--- config.mk ---
export PLATFORM = sky130hd
export DESIGN_NAME = csea_level
export DESIGN_NICKNAME = d
export VERILOG_FILES = /design/src/rtl/csea_level.sv
export SDC_FILE = /design/constraint.sdc
export NUM_CORES = 1
export LEC_CHECK = 0
export ABC_AREA = 1
export CORE_MARGIN = 5
export CORE_UTILIZATION = 34
export CTS_BUF_LIST = sky130_fd_sc_hd__clkbuf_8
export DETAILED_ROUTE_END_ITERATION = 10
export GPL_TIMING_DRIVEN = 0
export PLACE_DENSITY = 0.87
export SYNTH_ARGS = -nofsm -noshare
export SYNTH_HDL_FRONTEND = slang
export SYNTH_SLANG_ARGS = --single-unit
--- constraint.sdc ---
create_clock -name clk -period 0.8 [get_ports clk]
set_input_delay 0.16 -clock clk [delete_from_list [all_inputs] [get_ports clk]]
set_output_delay 0.16 -clock clk [all_outputs]
set_load 0.02 [all_outputs]
--- src/rtl/csea_level.sv ---
// One 8-bit carry-select adder level: two ripple chains precompute x+y+0 and
// x+y+1, previous_c_out picks one, and the result is registered. Optional
// registered signed overflow output is enabled by CSEA_LEVEL_OVF_EN.
module csea_level (
  input  logic       clk,
  input  logic       rst,
  input  logic [7:0] x,
  input  logic [7:0] y,
  input  logic       previous_c_out,
`ifdef CSEA_LEVEL_OVF_EN
  output logic       ovf,
`endif
  output logic [7:0] z,
  output logic       next_c_out
);

  logic [8:0] c0;
  logic [8:0] c1;
  logic [7:0] s0;
  logic [7:0] s1;
  logic [8:0] res;
  logic [8:0] sum_d;
  logic [8:0] sum_q;

  assign c0[0] = 1'b0;
  assign c1[0] = 1'b1;

  // Two independent ripple chains so the select carry never sits on the
  // carry path of this level.
  for (genvar i = 0; i < 8; i++) begin : g_bit
    assign s0[i]   = x[i] ^ y[i] ^ c0[i];
    assign c0[i+1] = (x[i] & y[i]) | (c0[i] & (x[i] ^ y[i]));
    assign s1[i]   = x[i] ^ y[i] ^ c1[i];
    assign c1[i+1] = (x[i] & y[i]) | (c1[i] & (x[i] ^ y[i]));
  end

  always_comb begin
    res = previous_c_out ? {c1[8], s1} : {c0[8], s0};
  end

  assign sum_d = res;

  // NOTE: sequential state uses non-blocking assignments so every register
  // samples pre-edge values regardless of statement order.
  always_ff @(posedge clk or posedge rst) begin
    if (rst) begin
      sum_q <= 9'h000;
    end else begin
      sum_q <= sum_d;
    end
  end

  assign z          = sum_q[7:0];
  assign next_c_out = sum_q[8];

`ifdef CSEA_LEVEL_OVF_EN
  logic ovf_d;
  logic ovf_q;

  always_comb begin
    ovf_d = (x[7] == y[7]) && (res[7] != x[7]);
  end

  always_ff @(posedge clk or posedge rst) begin
    if (rst) begin
      ovf_q <= 1'b0;
    end else begin
      ovf_q <= ovf_d;
    end
  end

  assign ovf = ovf_q;
`endif

endmodule

==> impl_summary.txt <==
----------------------------------------------------
[Status]
  Result of the run ... complete, but fails checks
  Failing checks ... negative setup slack

[Clocking]
  Setup fix buffers added after clock tree synthesis ... 0
  CTS Root Cell ... sky130_fd_sc_hd__clkbuf_8
  Clock transition at the register clock pins on the worst setup and hold paths after CTS ... 0.04 ns
  Post-CTS Hold Fix Bufs ... 0
  Number of buffers between clock root and the deepest sink ... 2
  Inserted Clock Buffers ... 3
  TritonCTS clock tree ... built
  Clock Sinks ... 9
  # H-tree levels ... 1

[Global routing]
  Pin count of the biggest net entering global routing ... 10
  Met3 track utilization from global routing ... 0.01533
  First-pass GRT wire length ... around 1.5 mm
  Antenna violations before repair ... 0
  Busiest grt layer ... met2
  GR Util met2 ... 0.1818
  Total gr overflow ... 0
  Via count of the first global-routing pass ... 365
  Global-route usage over all layers ... 0.1013
  Met1 usage ... 0.09113

[Timing]
  Setup WS post-layout ... -2.124 ns
  Final Max Slew Viols ... 0
  Max-slew headroom at the worst pin ... 0.7945
  Final period demand of the worst path ... 2.924 ns
  Unrepaired setup endpoints after global routing ... yes
  Total negative slack ... -10.30 ns
  Tcrit/Tclk final ... 3.655
  Fmax ... 342.0 MHz
  Setup violations, final ... 17
  Final Hold Violating Endpoints ... 0
  Transition time at the pin with the least slew margin ... roughly 0.31 ns

[Layout]
  Post-route non-filler standard cell count ... 86
  Register with the highest flop count ... sum_q
  Share of layout cells above drive strength 1 ... 0.4648
  Flip-flop count of the largest register, all copies and words added ... 9
  Most common cell after layout, fill and taps aside ... sky130_fd_sc_hd__clkdlybuf4s50_1
  Leading cell types in the layout, fill and taps excluded ... sky130_fd_sc_hd__clkdlybuf4s50_1 (13), sky130_fd_sc_hd__inv_1 (11), sky130_fd_sc_hd__buf_6 (10)
  Synth-to-Final Area Change ... 88.10%
  Number of fill cells in the layout ... 110
  Largest regs ... sum_q: 9 flops
  Net count of the finished layout ... 100
  Diodes inserted ... 0

[Synth]
  Yosys warning count ... 0
  Number of nets in the synthesized netlist ... between 60 and 70
  Sequential share of the synthesized area ... 0.4762
  Flip-flop and latch count after synthesis ... 9
  Number of different library cells in the post-synthesis netlist ... 5
  Instance count of the mapped netlist ... 40
  Synthesized cell area ... 473.0 um2
  Syn_area_per_cell ... 11.82 um2

[Worst hold path]
  Path class of the lowest-slack min-delay path ... input port to asynchronous set/reset pin

[Power and ir drop]
  Maximum resistive drop on vdd ... 845.6 uV
  Reported leakage power ... 0.4268 nW
  Power Density ... 1828 nW/um2

[Routing]
  Antenna violation net count after detailed routing ... 0
  Total length of routed wires ... approximately 970 um
  Starting DRT DRC Count ... 2
  Number of design rule violations left after detail routing ... 0
  Pre-Repair DR Iteration Count ... 2
  Via density per instance ... roughly 4.0
  Count of vias placed by the detailed router ... roughly 340
  Detail-routed net length per standard cell ... 11.26 um

[Die]
  Number of placed I/O pins ... 28
  Die Y-Extent ... 47.30 um
  Die span in x ... 47.30 um
  Area of the die ... roughly 2200 um2
  Standard-cell row count ... 13
  Starting density of the core ... 0.3635
  Core region area ... around 1300 um2

[Placed design]
  Number of instances in the placed design ... 82
  Final estimated routing congestion in global placement ... roughly 0.60
  Worst Setup Slack post-DPL ... -2.967 ns
  Detailed placer's ending HPWL ... 902.1 um
  Number of buffers added on ports ... 27

[Setup path]
  Critical setup path kind ... input port to register
  CP max FO ... 2
  Startpoint type of the worst setup path ... input port
  Data arrival time of the worst path ... approximately 3 ns
  Crit path required time ... around 0.96 ns
  Sort of element at the end of the critical path ... register

[Flow run]
  MaxCap Viol Count ... 0

----------------------------------------------------
kinds of logic (layout without fill, tap and decap cells):
family        count (synthesis)  after routing  synth area share
simple gates                  6              6           0.04762
flops                         9              9            0.4762
fa+ha+maj                     9              9            0.3492
buf+inv                      16             47            0.1270
how the worst max path moves through the flow:
stage,start,endpoint,slack (ns),cells past startpoint
finish,y[0],sum_q[7],-2.12,17
global route,y[0],sum_q[7],-2.24,17
CTS,y[0],sum_q[7],-2.18,17
detailed placement,y[0],sum_q[7],-2.97,15
global placement,y[0],sum_q[7],-2.88,15
floorplan,y[0],sum_q[7],-2.16,16
critical path, stage by stage:
cell and delay [ns]:
sky130_fd_sc_hd__buf_12 0.11, sky130_fd_sc_hd__inv_12 0.04, sky130_fd_sc_hd__ha_4 0.12, sky130_fd_sc_hd__inv_2 0.03, sky130_fd_sc_hd__nand2_2 0.05, sky130_fd_sc_hd__nand2_2 0.06, sky130_fd_sc_hd__fa_2 0.33, sky130_fd_sc_hd__inv_2 0.06
sky130_fd_sc_hd__fa_2 0.18, sky130_fd_sc_hd__inv_2 0.03, sky130_fd_sc_hd__fa_2 0.33, sky130_fd_sc_hd__fa_2 0.35, sky130_fd_sc_hd__fa_2 0.36, sky130_fd_sc_hd__fa_2 0.34, sky130_fd_sc_hd__inv_2 0.06, sky130_fd_sc_hd__fa_2 0.41
sky130_fd_sc_hd__inv_1 0.06
power breakdown:
part | switching [mW] | internal (mW)
Clock | 0.159 | 0.332
Sequential | 0.0361 | 0.538
Combinational | 0.255 | 0.305
layer usage:
| metal | part of all wire | wire length (um) |
|---|---|---|
| met1 | 0.31 | 296 |
| met2 | 0.60 | 577 |
| met3 | 0.074 | 72 |
| met4 | 0.022 | 21 |
| met5 | 0 | 0 |
cell usage after synthesis (all sizes together):
cell type  instances  share of area
dfrtp              9           0.48
fa                 7           0.30
ha                 2          0.053
inv               16           0.13
nand2              6          0.048
per-stage QoR:
| step | power, mW | instance area (um2) | hold slack (ns) | utilization |
|---|---|---|---|---|
| floorplan | 0.7954 | 523.0 | -0.01208 | - |
| global placement | 1.084 | 812.0 | 0.4240 | 0.6240 |
| detailed placement | 1.115 | 812.0 | 0.4369 | 0.6240 |
| CTS | 1.657 | 894.6 | 0.1955 | 0.6875 |
| global route | 1.713 | 889.6 | 0.2096 | 0.6837 |
| finish | 1.626 | 889.6 | 0.1858 | 0.6837 |
what timing repair did:
item / CTS / global route
endpoints found under the setup margin: 18 / 17
pin swaps: 2 / 1
gates resized for setup: 77 / 1
area by class of cell:
type	count	area [um2]	area share
Timing Repair Buffer	27	285.3	0.3207
Multi-Input combinational cell	15	237.7	0.2672
Sequential cell	9	225.2	0.2532
Inverter	16	77.57	0.08720
Clock buffer	3	41.29	0.04641
Tap cell	15	18.77	0.02110
Clock inverter	1	3.754	0.004219
Note: power is estimated with default switching activity, not from simulation.
